===== config.mk =====
export PLATFORM = sky130hd
export DESIGN_NAME = conv_frame_ctrl
export DESIGN_NICKNAME = d
export VERILOG_FILES = /design/src/rtl/conv_pkg.sv /design/src/rtl/conv_enc_core.sv /design/src/rtl/conv_frame_ctrl.sv
export SDC_FILE = /design/constraint.sdc
export NUM_CORES = 1
export LEC_CHECK = 0
export ABC_AREA = 1
export BUFFER_PORTS_ARGS = -buffer_cell sky130_fd_sc_hd__buf_2
export CAP_MARGIN = 20
export CORE_ASPECT_RATIO = 1.25
export CORE_MARGIN = 1
export CORE_UTILIZATION = 50
export CTS_BUF_LIST = sky130_fd_sc_hd__clkbuf_4 sky130_fd_sc_hd__clkbuf_8
export CTS_CLUSTER_SIZE = 20
export DETAILED_ROUTE_END_ITERATION = 8
export GPL_ROUTABILITY_DRIVEN = 0
export GPL_TIMING_DRIVEN = 0
export PLACE_DENSITY_LB_ADDON = 0.15
export SLEW_MARGIN = 40
export SYNTH_ARGS = -nofsm -noshare
export SYNTH_HDL_FRONTEND = slang
export SYNTH_HIERARCHICAL = 1
export SYNTH_SLANG_ARGS = --single-unit

===== constraint.sdc =====
create_clock -name clk -period 1.8 [get_ports clk]
set_input_delay 0.36 -clock clk [delete_from_list [all_inputs] [get_ports clk]]
set_output_delay 0.36 -clock clk [all_outputs]
set_load 0.1 [all_outputs]

===== src/rtl/conv_pkg.sv =====
// Shared constants, FSM state type and generator tables for the rate-1/2 convolutional frame path.
package conv_pkg;

   localparam int unsigned K_MIN = 3;
   localparam int unsigned K_MAX = 7;
   localparam int unsigned K_W   = 3;

   typedef enum logic [1:0] {
      IDLE = 2'd0,
      DATA = 2'd1,
      TAIL = 2'd2
   } state_e;

   // Octal generator polynomials; bit (K-1-i) set means delay i is tapped.
   localparam logic [K_MAX-1:0] GEN_A [K_MIN:K_MAX] = '{7'o7, 7'o17, 7'o35, 7'o65, 7'o171};
   localparam logic [K_MAX-1:0] GEN_B [K_MIN:K_MAX] = '{7'o5, 7'o15, 7'o23, 7'o57, 7'o133};

   // A 3-bit K tops out at K_MAX, so only the lower bound needs checking.
   function automatic logic k_legal(input logic [K_W-1:0] k);
      return k >= K_W'(K_MIN);
   endfunction

endpackage


===== src/rtl/conv_enc_core.sv =====
// Convolutional encoder datapath: (K_MAX-1)-bit delay line plus generator tap XOR for a selectable K.
module conv_enc_core
   import conv_pkg::*;
(
   input  logic           clk,
   input  logic           rst,
   input  logic           shift_en_i,
   input  logic           clear_i,
   input  logic           u_i,
   input  logic [K_W-1:0] k_i,
   output logic [1:0]     sym_c
);

   localparam int unsigned SR_W = K_MAX - 1;

   logic [SR_W-1:0]  sr_q;
   logic [SR_W-1:0]  sr_d;
   logic [K_MAX-1:0] gen_a;
   logic [K_MAX-1:0] gen_b;
   logic [K_MAX-1:0] rev_a;
   logic [K_MAX-1:0] rev_b;
   logic [K_MAX-1:0] tap_a;
   logic [K_MAX-1:0] tap_b;
   logic [K_MAX-1:0] dly;

   // Reverse and right-align the generators so tap bit i lines up with delay i.
   always_comb begin
      gen_a = GEN_A[k_i];
      gen_b = GEN_B[k_i];
      rev_a = {<<{gen_a}};
      rev_b = {<<{gen_b}};
      tap_a = rev_a >> (K_W'(K_MAX) - k_i);
      tap_b = rev_b >> (K_W'(K_MAX) - k_i);
      dly   = {sr_q, u_i};
      sym_c = {^(dly & tap_a), ^(dly & tap_b)};
   end

   always_comb begin
      sr_d = sr_q;
      if (clear_i) begin
         sr_d = '0;
      end else if (shift_en_i) begin
         sr_d = {sr_q[SR_W-2:0], u_i};
      end
   end

   always_ff @(posedge clk or negedge rst) begin
      if (!rst) begin
         sr_q <= '0;
      end else begin
         sr_q <= sr_d;
      end
   end

endmodule


===== src/rtl/conv_frame_ctrl.sv =====
// Frame sequencer for the rate-1/2 convolutional encoder: K latch, data pass, K-1 zero tail bits.
// Optional CONV_FRAME_STATS_EN adds frame_cnt / sym_cnt statistics outputs.
module conv_frame_ctrl
   import conv_pkg::*;
#(
   parameter int unsigned K_MAX = 7
`ifdef CONV_FRAME_STATS_EN
   , parameter int unsigned CNT_W = 16
`endif
) (
   input  logic           clk,
   input  logic           rst,
   input  logic [K_W-1:0] choose_constraint_length,
   input  logic           s_valid,
   output logic           s_ready,
   input  logic           s_data,
   input  logic           s_last,
   output logic           m_valid,
   input  logic           m_ready,
   output logic [1:0]     m_data,
   output logic           m_last,
   output logic           busy,
   output logic           cfg_err
`ifdef CONV_FRAME_STATS_EN
   , output logic [CNT_W-1:0] frame_cnt,
   output logic [CNT_W-1:0] sym_cnt
`endif
);

   localparam int unsigned TAIL_W = $clog2(K_MAX);

   state_e            state_q, state_d;
   logic [K_W-1:0]    k_q, k_d;
   logic [TAIL_W-1:0] tail_q, tail_d;
   logic              m_valid_q, m_valid_d;
   logic [1:0]        m_data_q, m_data_d;
   logic              m_last_q, m_last_d;
   logic              busy_q, busy_d;
   logic              cfg_err_q, cfg_err_d;

   logic       slot_free;
   logic       data_adv;
   logic       tail_adv;
   logic       last_hs;
   logic       enc_shift;
   logic       enc_clear;
   logic       enc_u;
   logic [1:0] enc_sym;

   // Handshake and encoder control kept outside the FSM block to avoid a comb loop through the core.
   assign slot_free = ~m_valid_q | m_ready;
   assign s_ready   = (state_q == DATA) & slot_free;
   assign data_adv  = s_ready & s_valid;
   assign tail_adv  = (state_q == TAIL) & (tail_q != '0) & slot_free;
   assign last_hs   = m_valid_q & m_ready & m_last_q;
   assign enc_shift = data_adv | tail_adv;
   assign enc_clear = (state_q == IDLE) & s_valid;
   assign enc_u     = (state_q == DATA) & s_data;

   conv_enc_core u_enc (
      .clk        (clk),
      .rst        (rst),
      .shift_en_i (enc_shift),
      .clear_i    (enc_clear),
      .u_i        (enc_u),
      .k_i        (k_q),
      .sym_c      (enc_sym)
   );

   always_comb begin
      state_d   = state_q;
      k_d       = k_q;
      tail_d    = tail_q;
      m_valid_d = m_valid_q & ~m_ready;
      m_data_d  = m_data_q;
      m_last_d  = m_last_q & ~m_ready;
      cfg_err_d = 1'b0;

      unique case (state_q)
         IDLE: begin
            if (s_valid) begin
               state_d = DATA;
               if (k_legal(choose_constraint_length)) begin
                  k_d = choose_constraint_length;
               end else begin
                  k_d       = K_W'(K_MIN);
                  cfg_err_d = 1'b1;
               end
            end
         end
         DATA: begin
            if (data_adv) begin
               m_valid_d = 1'b1;
               m_data_d  = enc_sym;
               m_last_d  = 1'b0;
               if (s_last) begin
                  state_d = TAIL;
                  tail_d  = TAIL_W'(k_q - K_W'(1));
               end
            end
         end
         TAIL: begin
            if (tail_adv) begin
               m_valid_d = 1'b1;
               m_data_d  = enc_sym;
               m_last_d  = (tail_q == TAIL_W'(1));
               tail_d    = tail_q - TAIL_W'(1);
            end else if (last_hs) begin
               state_d = IDLE;
            end
         end
         default: state_d = IDLE;
      endcase

      busy_d = (state_d != IDLE);
   end

   always_ff @(posedge clk or negedge rst) begin
      if (!rst) begin
         state_q   <= IDLE;
         k_q       <= K_W'(K_MIN);
         tail_q    <= '0;
         m_valid_q <= 1'b0;
         m_data_q  <= '0;
         m_last_q  <= 1'b0;
         busy_q    <= 1'b0;
         cfg_err_q <= 1'b0;
      end else begin
         state_q   <= state_d;
         k_q       <= k_d;
         tail_q    <= tail_d;
         m_valid_q <= m_valid_d;
         m_data_q  <= m_data_d;
         m_last_q  <= m_last_d;
         busy_q    <= busy_d;
         cfg_err_q <= cfg_err_d;
      end
   end

   assign m_valid = m_valid_q;
   assign m_data  = m_data_q;
   assign m_last  = m_last_q;
   assign busy    = busy_q;
   assign cfg_err = cfg_err_q;

`ifdef CONV_FRAME_STATS_EN
   logic [CNT_W-1:0] frame_cnt_q;
   logic [CNT_W-1:0] sym_cnt_q;

   // Frame count on the m_last handshake; symbol count per frame, cleared at frame start.
   always_ff @(posedge clk or negedge rst) begin
      if (!rst) begin
         frame_cnt_q <= '0;
         sym_cnt_q   <= '0;
      end else begin
         if (last_hs) begin
            frame_cnt_q <= frame_cnt_q + CNT_W'(1);
         end
         if (enc_clear) begin
            sym_cnt_q <= '0;
         end else if (m_valid_q && m_ready) begin
            sym_cnt_q <= sym_cnt_q + CNT_W'(1);
         end
      end
   end

   assign frame_cnt = frame_cnt_q;
   assign sym_cnt   = sym_cnt_q;
`endif

endmodule


# ---- Word-level counts from Yosys, hierarchy flattened
# Memory sizes are Yosys's and may differ from the RTL's.
# Index checks and enable logic that the tools add are counted.
# Widths: inputs -> output; s select.
dict set report totals {
  register_bits 20
  latchBits 0
  ramBits 0
  rom_bits 112
  word_cells 80
  memories 2
}
dict set report classes {
  n_addsub 3
  multipliers 0
  div_mod_pow 0
  order_cmp 2
  n_eq_ne 6
  shift 2
  mux 29
  bitwise_logic 17
  reduce_logical 10
}
# memory depth width rd rd_clocked_by_memory_dff write_ports line_no
set memory_table {}
lappend memory_table {{(no name shown)} 8 7 1 0 0 conv_enc_core.sv:29} ;# gen_b = GEN_B[k_i];
lappend memory_table {{(no name shown)} 8 7 1 0 0 conv_enc_core.sv:28} ;# gen_a = GEN_A[k_i];
# cell n
set op_table {}
lappend op_table {{$mux 7} 4}
lappend op_table {{$and 7x7->7} 2}
lappend op_table {{$mux 2} 7}
lappend op_table {{$reduce_xor 7->1} 2}
lappend op_table {{$shr 7x3->7} 2}
lappend op_table {{$mux 3} 4}
lappend op_table {{$mux 6} 2}
lappend op_table {{$and 1x1->1} 10}
lappend op_table {{$mux 1} 7}
lappend op_table {{$ne 2x2->1 const B} 3}
lappend op_table {{$pmux 2 s3} 1}
lappend op_table {{$pmux 3 s2} 1}
lappend op_table {{$reduce_bool 2->1} 3}
lappend op_table {{$sub 3x1->3 const B} 2}
lappend op_table {{$ge 4x4->1 const B} 1}
lappend op_table {{$not 3->4} 1}
lappend op_table {{$pmux 1 s2} 2}
lappend op_table {{$pmux 2 s2} 1}
lappend op_table {{$reduce_and 4->1} 1}
lappend op_table {{$eq 3x1->1 const B} 1}
lappend op_table {{$ge 3x2->1 const B} 1}
lappend op_table {{$reduce_and 3->1} 1}
lappend op_table {{$reduce_bool 3->1} 1}
lappend op_table {{$sub 3x3->3 const A} 1}
lappend op_table {{6 further kinds} 8}

# ---- Depth between registers and ports, before layout
# Gate-level depths: netlist (run 1).
dict set report depth {
  depth_word 9
  ltp_mapped 15
  depth_no_buf 15
}

# ---- Cells and area by module
# Netlist (run 1), hierarchy kept.
# mod n_inst cells_per_inst area_per_inst_um2 seq_area_each_um2
set modules_own_cells {}
lappend modules_own_cells {conv_frame_ctrl 1 114 905.9 352.8}
lappend modules_own_cells {conv_enc_core 1 99 543.0 150.1}

# ---- Worst setup path after synthesis (run 1)
# Ideal clock, no wire load.
dict set report synth_timing {
  kind {flip-flop to output port}
  from {register m_valid_q, in the netlist m_valid}
  to {output port s_ready}
  t_arrival_ns 2.422
  required_time_ns 1.440
  setup_slack_ns -0.982
  stages_incl_launch_ff 2
  n_path_buf 0
  path_cell_list {dfrtp_1 > a21oi_1}
}
dict set report synth_via {
  elab_chain_cells 3
}
# item line_no
set synth_rtl {}
lappend synth_rtl {{from (decl)} conv_frame_ctrl.sv:35} ;# logic m_valid_q, m_valid_d;
lappend synth_rtl {{from (signal assigned)} conv_frame_ctrl.sv:132} ;# m_valid_q <= m_valid_d;
lappend synth_rtl {{$not 1->1} conv_frame_ctrl.sv:51} ;# assign slot_free = ~m_valid_q | m_ready;
lappend synth_rtl {{$or 1x1->1} conv_frame_ctrl.sv:51}
lappend synth_rtl {{$and 1x1->1} conv_frame_ctrl.sv:52} ;# assign s_ready = (state_q == DATA) & slot_free;
lappend synth_rtl {{to (decl)} conv_frame_ctrl.sv:15} ;# output logic s_ready,
# Every way passes these cells.

# ---- Worst setup path after layout (run 1)
dict set report layout_timing {
  from {register state_q[1]}
  to {output port s_ready}
}
dict set report layout_via {
  elab_chain_cells 2
}
# item line_no
set layout_rtl {}
lappend layout_rtl {{from (decl)} conv_frame_ctrl.sv:32} ;# state_e state_q, state_d;
lappend layout_rtl {{from (signal assigned)} conv_frame_ctrl.sv:129} ;# state_q <= state_d;
lappend layout_rtl {{$eq 2x1->1} conv_frame_ctrl.sv:52}
lappend layout_rtl {{$and 1x1->1} conv_frame_ctrl.sv:52}
# Every way passes these cells.

==> results.yml, run 1 <==
outcome:
  status: "finished, final reports clean"
global_routing:
  wire_length_of_the_first_global_routing_pass_um: 4730
  gr_ovfl_total: 0
  grt_antenna_before_repair: 0
  grt.total_usage_pct: 19.4
  via_count_of_the_first_global_routing_pass: 1182
  pin_count_of_the_biggest_net_entering_global_routing: 21
worst_setup_path:
  critPathMaxFanout: 5
  reg2reg_setup_slack_ps: 150
  worstReg2RegEnd: "u_enc/sr_q[0]$_DFFE_PN0P_"
  timing.critical_path.slowest_cell_delay_ps: 410
  timing.critical_path.required_ps: 1440
  path_buf_inv: 3
  crit_end_element: "output port"
  cp_top_family: "flip-flops"
  timing.reg2reg.worst_path_depth: 9
  reg2reg_from: "state_q[1]$_DFF_PN0_"
  worst_path_max_delay_cell: "sky130_fd_sc_hd__dfrtp_1"
  kind_of_critical_path: "flop to output port"
  worstPathArrival_ps: 1340
  cells_along_the_critical_path: "inv_2, ha_4, inv_2, a21oi_4, buf_12"
  cp_common_cell: "sky130_fd_sc_hd__inv_2"
  start_kind: "flop"
min_path:
  min_delay_src: "choose_constraint_length[2]"
  hold_path.class: "input port to flop"
  min_path_cells: 2
  timing.hold.worst_endpoint: "cfg_err$_DFF_PN0_"
final_layout:
  area_growth_pct: 16.1
  final_core_util_pct: 62.2
  final_cell_area_um2: 1680
  final_layout_size_suffix_gt1_share_pct: 19.6
  antenna_cells_inserted: 0
  num-nets-final: 253
  finish.cell_count_without_fillers: 269
floorplan:
  boundaryPins: 16
  die_h_um: 62.2
  floorplan.core_area_um2: 2710
  initial_core_util_pct: 53.5
  row_count: 21
  die-width_um: 50.1
  die-area_um2: 3120
synthesis:
  synth_flop_cell: "sky130_fd_sc_hd__dfrtp_1"
  synth_area_leader_cell: "sky130_fd_sc_hd__dfrtp_1"
  synth_cell_type_count: 24
  synth.cells.most_frequent: "sky130_fd_sc_hd__nand2_1 (71), sky130_fd_sc_hd__inv_1 (39), sky130_fd_sc_hd__nand3_1 (23)"
  sequential_to_total_area_share_from_yosys_stat_pct: 34.7
  postSynthRegisterBits: 20
  synth.top_cells.by_area: "sky130_fd_sc_hd__dfrtp_1 (31%), sky130_fd_sc_hd__nand2_1 (18%), sky130_fd_sc_hd__inv_1 (10%)"
  number_of_warning_messages_in_the_yosys_log: 6
  avgSynthCellArea_um2: 6.80
  postSynthCellCount: 213
  async_flop_share_pct: 100
  synth-edff-count: 0
  netlist_area_um2: 1450
  syn-num-nets: 230
  synth.top_cell.area_share_pct: 31.1
  yosys.cell_count.top_type: "sky130_fd_sc_hd__nand2_1"
clock_tree:
  cts_root_buffer: "sky130_fd_sc_hd__clkbuf_4"
  clk_path_buf_depth: 2
  clkTransAtPathRegs_ps: 110
  cts_sinks: 20
  cts_htree_levels: 1
  clock_insertion_delay_worst_skew_ps: 300
  tritoncts.num_buffers: 3
  cts_tree: "done"
placed_design:
  post-dp-hpwl_um: 2220
  dpl_cell_area_um2: 1580
  place_ws_ps: -62.2
  dp_cells: 262
  io_buffers: 15
pwr:
  power_frac_seq_pct: 25.5
  power_report.internal_total_mw: 1.35
  switching_share_pct: 53.2
  p_clk_share_pct: 8.8
  netSwitchingPower_mw: 1.54
  total_power_mw: 2.89
  p_leak_nw: 0.980
  combinationalPowerShare_pct: 65.7
  power-per-cell-area_nw_per_um2: 1720
  vdd_ir_drop_max_uv: 1460
timing:
  hold_viol_final: 0
  finClkSkew_ps: 5.54
  finalMaxSlewViolations: 0
  hold-worst-slack_ps: 216
  timing.slew.headroom_pct: 68.0
  timing_worst_slew_pin_value_ps: 483
  fin_crit_sh_pct: 94.3
  grt_setup_unrepaired: "no"
  finalSetupViolCount: 0
  final.setup.tns_ps: 0
  timing.fmax_ghz: 0.589
  post-route-worst-setup-slack_ps: 103
  timing.final.crit_period_ps: 1700
drt:
  avgRoutedWirePerCell_um: 10.4
  antenna_left: 0
  drcViolationCount: 0
  num_vias: 1340
  drt_iter0_markers: 34
  drt_pre_antenna_iters: 4
  routed_wirelength_um: 2790
  routed_via_density: 4.98
flow_run:
  maxCapViolCount: 0
==> flip-flops by register name, indices dropped and copies added (netlist names) <==
| register | cells |
|---|---|
| busy | 1 |
| cfg_err | 1 |
| k_q | 3 |
| m_data | 2 |
| m_last | 1 |
| m_valid | 1 |
| state_q | 2 |
| tail_q | 3 |
| u_enc/sr_q | 6 |
==> power by group through the flow <==
stage          combinational (mW)  clock [mW]  sequential [mW]
2_1_floorplan                1.18           0            0.989
3_3_place_gp                 1.73           0            0.741
3_5_place_dp                 1.76           0            0.744
4_1_cts                      1.85       0.259            0.741
5_1_grt                      2.10       0.274            0.760
6_report                     1.90       0.255            0.738
==> layout by cell type (no fill, tap or decap), types with 2 or more instances in the layout <==
cell and n:
sky130_fd_sc_hd__dfstp_2 2, sky130_fd_sc_hd__nand2_2 2, sky130_fd_sc_hd__nand2_4 3, sky130_fd_sc_hd__o22ai_1 5, sky130_fd_sc_hd__nor2_1 15, sky130_fd_sc_hd__inv_1 37, sky130_fd_sc_hd__a21oi_1 7, sky130_fd_sc_hd__ha_1 6
sky130_fd_sc_hd__nand3_1 23, sky130_fd_sc_hd__buf_6 2, sky130_fd_sc_hd__buf_2 14, sky130_fd_sc_hd__inv_2 5, sky130_fd_sc_hd__nand2_1 71, sky130_fd_sc_hd__dfrtp_1 17, sky130_fd_sc_hd__clkbuf_4 3, sky130_fd_sc_hd__o21ai_0 3
sky130_fd_sc_hd__buf_4 3
==> per-layer routing <==
metal / GRT usage [%] / vias to the layer above / wire [µm]
met3: 1.47 / 5 / 54
met2: 37.2 / 19 / 1510
li1: - / 701 / -
met5: 0 / - / 0
met1: 21.8 / 615 / 1190
met4: 5.36 / 0 / 38
==> logic make-up (layout without fill, tap and decap cells) <==
kind of cell    count (synthesis)  in the layout  synth area share (%)
simple gates                  119            119                  36.5
buf+inv                        46             68                  13.1
flops                          20             20                  34.7
compound gates                 19             19                  8.03
fa+ha+maj                       8              8                  6.91
mux                             1              1                 0.691
==> final cells by class <==
type                       instances  area (µm²)
buffer                             2        22.5
clock buffer                       4        36.3
fill                             254        1020
inverter                          43         164
multi-input combinational        147         791
sequential                        20         504
tap                               34        42.5
timing repair buffer              19         123
==> worst max-delay path by stage <==
stage                                     from                   endpoint  cells past startpoint
after global routing      state_q[0]$_DFF_PN0_  u_enc/sr_q[0]$_DFFE_PN0P_                      9
after floorplan           state_q[1]$_DFF_PN0_                    s_ready                      4
final                     state_q[1]$_DFF_PN0_                    s_ready                      5
after global placement    state_q[1]$_DFF_PN0_      m_data[0]$_DFFE_PN0P_                     15
after CTS                 state_q[1]$_DFF_PN0_                    s_ready                      5
after detailed placement  state_q[1]$_DFF_PN0_      m_data[0]$_DFFE_PN0P_                     15
==> what timing repair did <==
action | in CTS | in global routing
endpoints found under the hold margin | 9 | 0
setup endpoints to repair | 3 | 9
gates cloned | 0 | 0
gates resized for setup | 8 | 4
buffers inserted | 0 | 3
hold buffers | 1 | 0
(Power assumes the default switching activity.)
==> inputs of run 2 (changes only) <==
--- a/config.mk
+++ b/config.mk
@@ -8,7 +8,7 @@
 export ABC_AREA = 1
 export BUFFER_PORTS_ARGS = -buffer_cell sky130_fd_sc_hd__buf_2
 export CAP_MARGIN = 20
-export CORE_ASPECT_RATIO = 1.25
+export CORE_ASPECT_RATIO = 1.1
 export CORE_MARGIN = 1
 export CORE_UTILIZATION = 50
 export CTS_BUF_LIST = sky130_fd_sc_hd__clkbuf_4 sky130_fd_sc_hd__clkbuf_8
==> run 2 against run 1 <==
Worst hold slack got worse by 12 ps. Critical path depth is the same. Combinational power about the same. Clock skew down 2.8 ps. Highest routed layer unchanged.
==> results.yml, run 2 (same netlist as run 1, synthesis figures left out) <==
outcome:
  status: "finished, final reports clean"
floorplan:
  die_h_um: 58.5
  die-width_um: 53.3
  boundaryPins: 16
  floorplan.core_area_um2: 2750
  initial_core_util_pct: 52.6
  die-area_um2: 3120
  row_count: 20
worst_setup_path:
  kind_of_critical_path: "flop to output port"
  worstPathArrival_ps: 1390
  crit_end_element: "output port"
  path_buf_inv: 3
  reg2reg_setup_slack_ps: 120
  worst-path-stages: 5
  start_kind: "flop"
  timing.critical_path.slowest_cell_delay_ps: 420
  timing.critical_path.required_ps: 1440
  critPathMaxFanout: 5
  cp_top_family: "flip-flops"
  timing.reg2reg.worst_path_depth: 9
  worst_path_max_delay_cell: "sky130_fd_sc_hd__dfrtp_1"
  cells_along_the_critical_path: "inv_2, ha_4, inv_4, a21oi_4, buf_12"
timing:
  finalSetupViolCount: 0
  hold_viol_final: 0
  fin_crit_sh_pct: 97.0
  timing.fmax_ghz: 0.573
  timing.slew.headroom_pct: 67.9
  timing_worst_slew_pin_value_ps: 485
  hold-worst-slack_ps: 205
  finalMaxSlewViolations: 0
  timing.final.crit_period_ps: 1750
  finClkSkew_ps: 2.76
  post-route-worst-setup-slack_ps: 53.6
  grt_setup_unrepaired: "yes"
drt:
  drt_iter0_markers: 28
  routed_via_density: 5.00
  routed_wirelength_um: 2910
  drcViolationCount: 0
  drt_pre_antenna_iters: 4
  antenna_left: 0
  avgRoutedWirePerCell_um: 10.9
  num_vias: 1336
final_layout:
  biggestRegsByFlops: "u_enc/sr_q x6, k_q x3, tail_q x3"
  layout_commonest_cell: "sky130_fd_sc_hd__nand2_1"
  area_growth_pct: 16.4
  num-nets-final: 252
  layout_common_cells: "sky130_fd_sc_hd__nand2_1 (71), sky130_fd_sc_hd__inv_1 (38), sky130_fd_sc_hd__nand3_1 (23)"
  final_layout_size_suffix_gt1_share_pct: 18.4
  antenna_cells_inserted: 0
  largest_reg_flops: 6
  fillerInstances: 250
  final_cell_area_um2: 1690
  largest-register: "u_enc/sr_q"
global_routing:
  via_count_of_the_first_global_routing_pass: 1225
  grt_antenna_before_repair: 0
  wire_length_of_the_first_global_routing_pass_um: 4880
  gr_ovfl_total: 0
  grt.total_usage_pct: 21.4
  pin_count_of_the_biggest_net_entering_global_routing: 21
pwr:
  power_frac_seq_pct: 24.8
  p_clk_share_pct: 12.4
  netSwitchingPower_mw: 1.56
  p_leak_nw: 0.984
  combinationalPowerShare_pct: 62.8
  vdd_ir_drop_max_uv: 1460
  power-per-cell-area_nw_per_um2: 1780
  switching_share_pct: 52.0
  power_report.internal_total_mw: 1.44
clock_tree:
  cts_root_buffer: "sky130_fd_sc_hd__clkbuf_4"
  cts_htree_levels: 1
  cts_sinks: 20
  cts_tree: "done"
  clkTransAtPathRegs_ps: 110
  tritoncts.num_buffers: 3
  clock_insertion_delay_worst_skew_ps: 310
  clk_path_buf_depth: 2
min_path:
  min_path_cells: 2
  hold_path.class: "input port to flop"
placed_design:
  place_ws_ps: -38.8
  dpl_cell_area_um2: 1580
  io_buffers: 15
  post-dp-hpwl_um: 2310
flow_run:
  maxCapViolCount: 0
## run 2: cell types whose count changed in the layout (fill, tap and decap cells not counted), sizes merged
cell,change
bufinv,+1
clkbuf,-1
buf,-1
## run 2: timing repair
| item | in CTS | in global routing |
|---|---|---|
| resized for setup | 7 | 3 |
| hold endpoints to repair | 18 | 0 |
| hold buffers | 1 | 0 |
| cloned | 0 | 0 |
| endpoints found under the setup margin | 2 | 8 |
| setup buffers | 0 | 2 |
## run 2: final timing paths
path                                              from                         to
setup / recovery                  state_q[1]$_DFF_PN0_                    s_ready
hold / removal             choose_constraint_length[2]          cfg_err$_DFF_PN0_
setup reg to reg                  state_q[0]$_DFF_PN0_  u_enc/sr_q[1]$_DFFE_PN0P_
hold reg to reg                  m_data[1]$_DFFE_PN0P_      m_data[1]$_DFFE_PN0P_
max in group asynchronous                          rst         k_q[1]$_DFFE_PN1P_
min in group asynchronous                          rst      m_data[0]$_DFFE_PN0P_
## run 2: per-layer routing
metal	track usage (%)	vias up	wire (µm)
li1	-	698	-
met5	0	-	0
met1	23.2	617	1220
met2	41.3	16	1580
met4	7.89	0	47
met3	2.33	5	59
## run 2: area by class of cell
class | instances | area [µm²] | area share [%]
Clock buffer | 3 | 22.5 | 1.34
Multi-Input combinational cell | 147 | 785 | 46.5
Timing Repair Buffer | 18 | 115 | 6.82
Clock inverter | 1 | 30.0 | 1.78
Sequential cell | 20 | 504 | 29.9
Tap cell | 33 | 41.3 | 2.45
Buffer | 2 | 22.5 | 1.34
Inverter | 43 | 166 | 9.87
## run 2: per-stage QoR
stage | util [%] | total power, mW | setup TNS, ps | cells
3_5_place_dp | 57.3 | 2.51 | -77.6 | 261
4_1_cts | 60.5 | 2.96 | 0 | 265
5_1_grt | 61.3 | 3.24 | -5.99 | 267
3_3_place_gp | 57.3 | 2.45 | -1.47 | 261
6_report | 61.3 | 3.00 | 0 | 267
2_1_floorplan | - | 2.17 | 0 | 213
## run 2: power groups by stage
stage | clock (mW) | sequential, mW | combinational, mW
floorplan | 0 | 0.989 | 1.18
finish | 0.371 | 0.744 | 1.88
global route | 0.394 | 0.760 | 2.08
detailed placement | 0 | 0.744 | 1.76
CTS | 0.378 | 0.744 | 1.84
global placement | 0 | 0.739 | 1.71
## run 2: worst reg2reg max path, delay by kind of cell, from the launching register on
| family | cells | cell delay (ps) |
|---|---|---|
| buf+inv | 3 | 330 |
| flops | 1 | 440 |
| fa+ha+maj | 1 | 220 |
| compound gates | 1 | 120 |
| simple gates | 4 | 500 |
